File: src/rtl/counter_pkg.sv
// Shared encodings for the counter controller slice.
// Command ops, FSM states and the packed step pair.
package counter_pkg;

  typedef enum logic [1:0] {
    OP_START = 2'b00,
    OP_STOP  = 2'b01,
    OP_CLEAR = 2'b10,
    OP_LOAD  = 2'b11
  } op_e;

  typedef enum logic {
    ST_IDLE = 1'b0,
    ST_RUN  = 1'b1
  } state_e;

  typedef struct packed {
    logic [3:0] step2;
    logic [3:0] step1;
  } steps_t;

endpackage

File: src/rtl/counter_ctrl_if.sv
// Command handshake bundle for counter_ctrl.
// Master offers ops; slave answers with cmd_ready.
interface counter_ctrl_if;
  import counter_pkg::*;

  logic       cmd_valid;
  logic       cmd_ready;
  op_e        cmd_op;
  logic [7:0] cmd_data;

  modport master (
    output cmd_valid,
    output cmd_op,
    output cmd_data,
    input  cmd_ready
  );

  modport slave (
    input  cmd_valid,
    input  cmd_op,
    input  cmd_data,
    output cmd_ready
  );

endinterface

File: src/rtl/counter_ctrl_tick_gen.sv
// Prescaler: counts 0..DIV-1 while enabled.
// wrap flags the edge on which DIV-1 rolls to 0.
module tick_gen #(
  parameter int DIV = 1000000
) (
  input  logic clk1,
  input  logic rst_n,
  input  logic en,
  input  logic clr,
  output logic wrap
);

  localparam int W = $clog2(DIV);
  localparam logic [W-1:0] LAST = W'(DIV - 1);

  logic [W-1:0] cnt;

  assign wrap = en & (cnt == LAST);

  // Count while enabled, hold otherwise; clear wins.
  always_ff @(posedge clk1 or negedge rst_n) begin
    if (!rst_n) begin
      cnt <= '0;
    end else if (clr) begin
      cnt <= '0;
    end else if (en) begin
      cnt <= wrap ? '0 : cnt + 1'b1;
    end
  end

endmodule

File: src/rtl/counter_ctrl.sv
// Two-channel stepped counter driven by a prescaler.
// IDLE/RUN FSM, step regs and a one-deep LOAD buffer.
module counter_ctrl
  import counter_pkg::*;
#(
  parameter int DIV       = 1000000,
  parameter int STEP1_RST = 1,
  parameter int STEP2_RST = 4
) (
  input  logic           clk1,
  input  logic           rst_n,
  counter_ctrl_if.slave  cmd,
  output logic [7:0]     out_1,
  output logic [7:0]     out_2,
  output logic           running,
  output logic           tick
);

  localparam steps_t STEPS_RST = '{
    step2: 4'(STEP2_RST),
    step1: 4'(STEP1_RST)
  };

  state_e state;
  steps_t steps;
  steps_t pend;
  logic   pend_v;
  logic   acc;
  logic   wrap;
  logic   do_start;
  logic   do_stop;
  logic   do_clr;
  logic   do_load;
  logic   in_run;

  // A pending LOAD stalls every op until its wrap.
  assign cmd.cmd_ready = ~pend_v;
  assign acc    = cmd.cmd_valid & ~pend_v;
  assign in_run = (state == ST_RUN);

  assign do_start = acc & (cmd.cmd_op == OP_START);
  assign do_stop  = acc & (cmd.cmd_op == OP_STOP);
  assign do_clr   = acc & (cmd.cmd_op == OP_CLEAR);
  assign do_load  = acc & (cmd.cmd_op == OP_LOAD);

  tick_gen #(
    .DIV (DIV)
  ) u_tick_gen (
    .clk1  (clk1),
    .rst_n (rst_n),
    .en    (in_run),
    .clr   (do_clr),
    .wrap  (wrap)
  );

  // FSM, channel counters, steps and LOAD buffer.
  always_ff @(posedge clk1 or negedge rst_n) begin
    if (!rst_n) begin
      state   <= ST_IDLE;
      running <= 1'b0;
      out_1   <= '0;
      out_2   <= '0;
      tick    <= 1'b0;
      steps   <= STEPS_RST;
      pend    <= '0;
      pend_v  <= 1'b0;
    end else begin
      tick <= 1'b0;
      if (do_clr) begin
        out_1 <= '0;
        out_2 <= '0;
      end else if (wrap) begin
        out_1 <= out_1 + {4'h0, steps.step1};
        out_2 <= out_2 + {4'h0, steps.step2};
        tick  <= 1'b1;
      end

      if (wrap && pend_v) begin
        steps <= pend;
      end else if (do_load && !in_run) begin
        steps <= steps_t'(cmd.cmd_data);
      end

      if (do_load && in_run) begin
        pend   <= steps_t'(cmd.cmd_data);
        pend_v <= 1'b1;
      end else if (do_stop || wrap) begin
        pend_v <= 1'b0;
      end

      if (do_start) begin
        state   <= ST_RUN;
        running <= 1'b1;
      end else if (do_stop) begin
        state   <= ST_IDLE;
        running <= 1'b0;
      end
    end
  end

endmodule
File: src/flat_wrapper.sv
// flat-port wrapper written by rule: the top's interface ports become plain ports
module counter_ctrl_flat import counter_pkg::*;
#(
  parameter int DIV       = 1000000,
  parameter int STEP1_RST = 1,
  parameter int STEP2_RST = 4
)
  (clk1, rst_n, out_1, out_2, running, tick, cmd_cmd_valid, cmd_cmd_op, cmd_cmd_data, cmd_cmd_ready);
  counter_ctrl_if cmd_i ();
  input  logic clk1;
  input  logic rst_n;
  output logic [7:0] out_1;
  output logic [7:0] out_2;
  output logic running;
  output logic tick;
  input wire logic [$bits(cmd_i.cmd_valid)-1:0] cmd_cmd_valid;
  input wire logic [$bits(cmd_i.cmd_op)-1:0] cmd_cmd_op;
  input wire logic [$bits(cmd_i.cmd_data)-1:0] cmd_cmd_data;
  output wire logic [$bits(cmd_i.cmd_ready)-1:0] cmd_cmd_ready;
  assign cmd_i.cmd_valid = cmd_cmd_valid;
  assign cmd_i.cmd_op = cmd_cmd_op;
  assign cmd_i.cmd_data = cmd_cmd_data;
  assign cmd_cmd_ready = cmd_i.cmd_ready;
  counter_ctrl #(.DIV(DIV), .STEP1_RST(STEP1_RST), .STEP2_RST(STEP2_RST)) u_core (.clk1(clk1), .rst_n(rst_n), .cmd(cmd_i), .out_1(out_1), .out_2(out_2), .running(running), .tick(tick));
endmodule
File: config.mk
export PLATFORM = sky130hd
export DESIGN_NAME = counter_ctrl_flat
export DESIGN_NICKNAME = d
export VERILOG_FILES = /design/src/rtl/counter_pkg.sv /design/src/rtl/counter_ctrl_if.sv /design/src/rtl/counter_ctrl_tick_gen.sv /design/src/rtl/counter_ctrl.sv /design/src/flat_wrapper.sv
export SDC_FILE = /design/constraint.sdc
export NUM_CORES = 1
export LEC_CHECK = 0
export BUFFER_PORTS_ARGS = -buffer_cell sky130_fd_sc_hd__buf_2
export CORE_MARGIN = 3
export CORE_UTILIZATION = 55
export DETAILED_ROUTE_END_ITERATION = 10
export PLACE_DENSITY = 0.74
export REMOVE_ABC_BUFFERS = 1
export SYNTH_ARGS = -nofsm -noshare
export SYNTH_HDL_FRONTEND = slang
export SYNTH_SLANG_ARGS = --single-unit
File: constraint.sdc
create_clock -name clk1 -period 3 [get_ports clk1]
set_input_delay 0.15 -clock clk1 [delete_from_list [all_inputs] [get_ports clk1]]
set_output_delay 0.15 -clock clk1 [all_outputs]
set_load 0.005 [all_outputs]
==> metrics.log <==
[metrics] DP HPWL: just under 4 mm
[metrics] cell area after technology mapping: approximately 2800 sq um
[metrics] cell chosen for the clock root: sky130_fd_sc_hd__clkbuf_8
[metrics] number of library cell types mapped by synthesis: 37
[metrics] Routed met1 length: ~2.7 mm
[metrics] biggest fanout along the worst timing path: 9
[metrics] count of inserted antenna diode cells: 0
[metrics] highest achievable clock rate: roughly 360 MHz
[metrics] synthesized area divided by synthesized cell count: 10.4 sq um
[metrics] final-layout setup total negative slack: 0 ns
[metrics] die height: between 70 and 80 um
[metrics] final setup margin: ~0.22 ns
[metrics] cell mode on critical path: sky130_fd_sc_hd__or4_1
[metrics] setup skew after layout: approximately 0.013 ns
[metrics] Worst Reg2Reg Path Length in Cells: 5
[metrics] maximum vdd ir drop: about 0.28 mV
[metrics] # clock sinks: between 50 and 60
[metrics] top-count cell post-synth: sky130_fd_sc_hd__dfrtp_1
[metrics] CTS max path bufs: 2
[metrics] chip width: 77.0 um
[metrics] area enclosed by the die boundary: just under 6000 sq um
[metrics] Slowest-stage cell, CP: sky130_fd_sc_hd__or4_1
[metrics] leakage power summed over all cells: between 1.5 and 2 nW
[metrics] number of flops mapped to enable cells by yosys: 0
[metrics] delay of the slowest critical-path stage: a little under 0.6 ns
[metrics] slew at the pin with the worst max-slew slack: approximately 0.79 ns
[metrics] routed vias/inst: ~5.6
[metrics] number of max-cap violations: 0
[metrics] critical path, cell by cell: or4_1 -> or4_1 -> or3_1 -> or4_1 -> a21oi_1
[metrics] Routed Wire Length: about 5.5 mm
[metrics] Pre-Repair DR Iteration Count: 4
[metrics] number of ports placed on the die boundary: 32
[metrics] clock slew at reported path FFs: between 0.1 and 0.15 ns
[metrics] starting DRC count in detailed routing: between 100 and 150
[metrics] TritonCTS clock tree: done
[metrics] overall via count from detail_route: 2104
[metrics] worst reg2reg endpoint: u_core.out_1[7]$_DFFE_PN0P_
[metrics] Met2 Wirelength: around 2.5 mm
[metrics] starting density of the core: roughly 58%
[metrics] post-synth top area share: between 40 and 50%
[metrics] largest net degree at the start of global routing: 36
[metrics] gr usage total: between 20% and 30%
[metrics] Setup crit end: u_core.out_1[7]$_DFFE_PN0P_
[metrics] total setup buffers inserted after CTS: 0
[metrics] final number of max-transition violations: 0
[metrics] design internal power: around 1.1 mW
[metrics] required time of the critical path: around 3.2 ns
[metrics] Hold WS: between 0.07 and 0.08 ns
[metrics] final period demand of the worst path: between 2 and 3 ns
[metrics] remaining max-slew budget at the tightest pin: a little under half
[metrics] sort of element at the start of the critical path: register
[metrics] Net count, final: 330
[metrics] worst setup path category: reg -> reg
[metrics] routed length per placed instance: 14.6 um
[metrics] maximum level of the CTS H-tree: 2
[metrics] category of the worst setup path capture point: register
[metrics] Data arrival, critical path: roughly 3 ns
[metrics] Net Sw Frac: 24.4%
[metrics] power spent charging and discharging nets: ~350 uW
[metrics] overflow left after global routing: 0
[metrics] number of input and output port buffers inserted: 31
[metrics] cell count after synthesis: approximately 270
[metrics] internal reg-to-reg setup slack: about 0.22 ns
[metrics] antenna violation net count after detailed routing: 0
[metrics] insertion delay to the later sink of the worst-skew pair: approximately 0.31 ns
[metrics] pre-CTS setup slack: around 0.23 ns
[metrics] proportion of power drawn by flip-flops and latches: a little under three fifths
[metrics] unrepaired setup endpoints after global routing: false
[metrics] Detail Route met3 WL: around 270 um
[metrics] area added between synthesis and finish: 14.2%
[metrics] flip-flop and latch count after synthesis: 55
[metrics] number of buffers added by the clock tree synthesis step: 5
[metrics] Seq/Total Area, Yosys: 49.7%
[metrics] largest cells by area after synthesis: sky130_fd_sc_hd__dfrtp_1 48%, sky130_fd_sc_hd__xor2_1 5.4%, sky130_fd_sc_hd__a21o_1 4.3%, sky130_fd_sc_hd__ha_1 4.1%, sky130_fd_sc_hd__a21oi_1 3.8%
[metrics] Setup Viol. Count Final: 0
[metrics] clock network power share: about a third
[metrics] most frequent cells after synthesis: 53 x sky130_fd_sc_hd__dfrtp_1, 23 x sky130_fd_sc_hd__nand2_1, 23 x sky130_fd_sc_hd__nor2_1
[metrics] number of antenna violations at the first check in global routing: 0
[metrics] via count of the first global-routing pass: roughly 2100
[metrics] Cell Count, Final, Fillers Out: 374
[metrics] power share of the combinational group: a little under a tenth
[metrics] fillers: about 400
[metrics] warnings from Yosys: 0
[metrics] Placed Instances: approximately 370
[metrics] first-pass GRT wire length: 9.92 mm
[metrics] P per Cell Area: roughly 460 nW/um^2
[metrics] status: completed
[metrics] Max Used Layer: met4
[metrics] DRC violation count after routing: 0
[metrics] area of the core region: around 4800 sq um
[metrics] cell type with the highest aggregate area in the netlist: sky130_fd_sc_hd__dfrtp_1
[metrics] Hold Path Class: in -> reg
[metrics] launch instance of the worst register-to-register path: u_core.u_tick_gen.cnt[6]$_DFFE_PN0P_
[metrics] Synth Flop Type: sky130_fd_sc_hd__dfrtp_1
[metrics] post-cts repair resize count: 0
[metrics] layout cell share with drive strength beyond 1: 19.9%
[metrics] FFs w/ async S/R, synth: 100%
[metrics] startpoint of the most critical setup path: u_core.u_tick_gen.cnt[6]$_DFFE_PN0P_
[metrics] post-route fraction of the period consumed by the critical path: 92.8%
[metrics] Post-Route Utilization: between 60% and 70%
[metrics] Site Rows: 25
[metrics] routability-driven placement congestion ratio: ~0.82
[metrics] final count of hold timing violations: 0
-- logic make-up (layout without fill, tap and decap cells) --
| logic type | Yosys count | in the layout | synth area share, % |
|---|---|---|---|
| compound gates | 64 | 64 | 15.7 |
| xor+xnor | 20 | 20 | 6.31 |
| fa+ha+maj | 11 | 11 | 5.50 |
| buf+inv | 14 | 54 | 2.03 |
| flops | 55 | 55 | 49.7 |
| mux | 8 | 8 | 3.25 |
| simple gates | 95 | 95 | 17.5 |
-- cell usage in the layout, fill, tap and decap left out, types with 2 or more instances in the layout --
| master | Yosys | layout |
|---|---|---|
| sky130_fd_sc_hd__dfstp_2 | 2 | 2 |
| sky130_fd_sc_hd__xnor2_1 | 3 | 3 |
| sky130_fd_sc_hd__fa_1 | 2 | 2 |
| sky130_fd_sc_hd__nand2_1 | 23 | 23 |
| sky130_fd_sc_hd__clkbuf_8 | 0 | 5 |
| sky130_fd_sc_hd__mux2_2 | 8 | 8 |
| sky130_fd_sc_hd__o21a_1 | 2 | 2 |
| sky130_fd_sc_hd__nor2_1 | 23 | 23 |
| sky130_fd_sc_hd__nor4_1 | 2 | 2 |
| sky130_fd_sc_hd__o21ai_0 | 3 | 3 |
| sky130_fd_sc_hd__buf_4 | 0 | 8 |
| sky130_fd_sc_hd__inv_1 | 6 | 6 |
| sky130_fd_sc_hd__o31ai_1 | 5 | 5 |
| sky130_fd_sc_hd__nand3_1 | 15 | 15 |
| sky130_fd_sc_hd__a211oi_1 | 4 | 4 |
| sky130_fd_sc_hd__a21o_1 | 16 | 16 |
| sky130_fd_sc_hd__a21oi_1 | 21 | 21 |
| sky130_fd_sc_hd__buf_2 | 2 | 31 |
| sky130_fd_sc_hd__or3_1 | 4 | 4 |
| sky130_fd_sc_hd__or4_1 | 6 | 6 |
| sky130_fd_sc_hd__and3_1 | 6 | 6 |
| sky130_fd_sc_hd__dfrtp_1 | 53 | 53 |
| sky130_fd_sc_hd__ha_1 | 9 | 9 |
| sky130_fd_sc_hd__nand4_1 | 7 | 7 |
| sky130_fd_sc_hd__xor2_1 | 17 | 17 |
| sky130_fd_sc_hd__nor3_1 | 2 | 2 |
| sky130_fd_sc_hd__a31o_2 | 2 | 2 |
| sky130_fd_sc_hd__a211o_1 | 2 | 2 |
| sky130_fd_sc_hd__a22o_1 | 8 | 8 |
-- through the flow --
stage               power [mW]  area, sq um
finish                    1.45         3170
global route              1.52         3170
CTS                       1.46         3170
detailed placement       0.966         3050
global placement         0.961         3050
floorplan                0.910         2740
-- flip-flops by register name, summed over array words and instances, names as in the netlist --
signal,count
u_core.steps,8
u_core.out_1,8
u_core.u_tick_gen.cnt,20
u_core.tick,1
u_core.pend,8
u_core.out_2,8
u_core.running,1
u_core.pend_v,1
-- power groups by stage --
stage | clock [mW] | sequential (mW) | combinational, mW
final | 0.495 | 0.819 | 0.134
after global routing | 0.538 | 0.827 | 0.157
after CTS | 0.510 | 0.819 | 0.135
after detailed placement | 0 | 0.832 | 0.134
after global placement | 0 | 0.832 | 0.130
after floorplan | 0 | 0.826 | 0.0844
-- worst min path at each step --
stage	from	endpoint	cells past startpoint
floorplan	rst_n	u_core.out_1[0]$_DFFE_PN0P_	0
global placement	rst_n	u_core.u_tick_gen.cnt[18]$_DFFE_PN0P_	1
detailed placement	rst_n	u_core.u_tick_gen.cnt[17]$_DFFE_PN0P_	1
finish	cmd_cmd_op[1]	u_core.running$_DFFE_PN0P_	2
CTS	cmd_cmd_op[1]	u_core.running$_DFFE_PN0P_	2
global route	cmd_cmd_data[0]	u_core.pend[0]$_DFFE_PN0P_	2
-- routing by layer --
layer	vias to the layer above	global-route usage, %
li1	1044	-
met1	1005	30.1
met2	51	31.1
met3	4	3.40
met4	0	6.58
met5	-	0
-- critical path: cells and delay by family (launching register included) --
| family | cells | cell delay (ns) |
|---|---|---|
| and+or+nand+nor | 4 | 2.15 |
| DFF | 1 | 0.43 |
| AOI/OAI and AO/OA | 1 | 0.15 |
-- what timing repair did --
item,CTS,global route
setup endpoints to repair,0,0
hold buffers,1,0
hold endpoints to repair,33,0
-- layout make-up --
class                   instances  area, sq um  share of cell area [%]
flip-flops and latches         55         1380                    43.5
inverters                       6         22.5                   0.710
well taps                      67         83.8                    2.64
repair buffers                 40          225                    7.10
clock inverters                 3         46.3                    1.46
clock buffers                   5         68.8                    2.17
multi-input cells             198         1350                    42.4
Note: power is estimated with default switching activity, not from simulation.
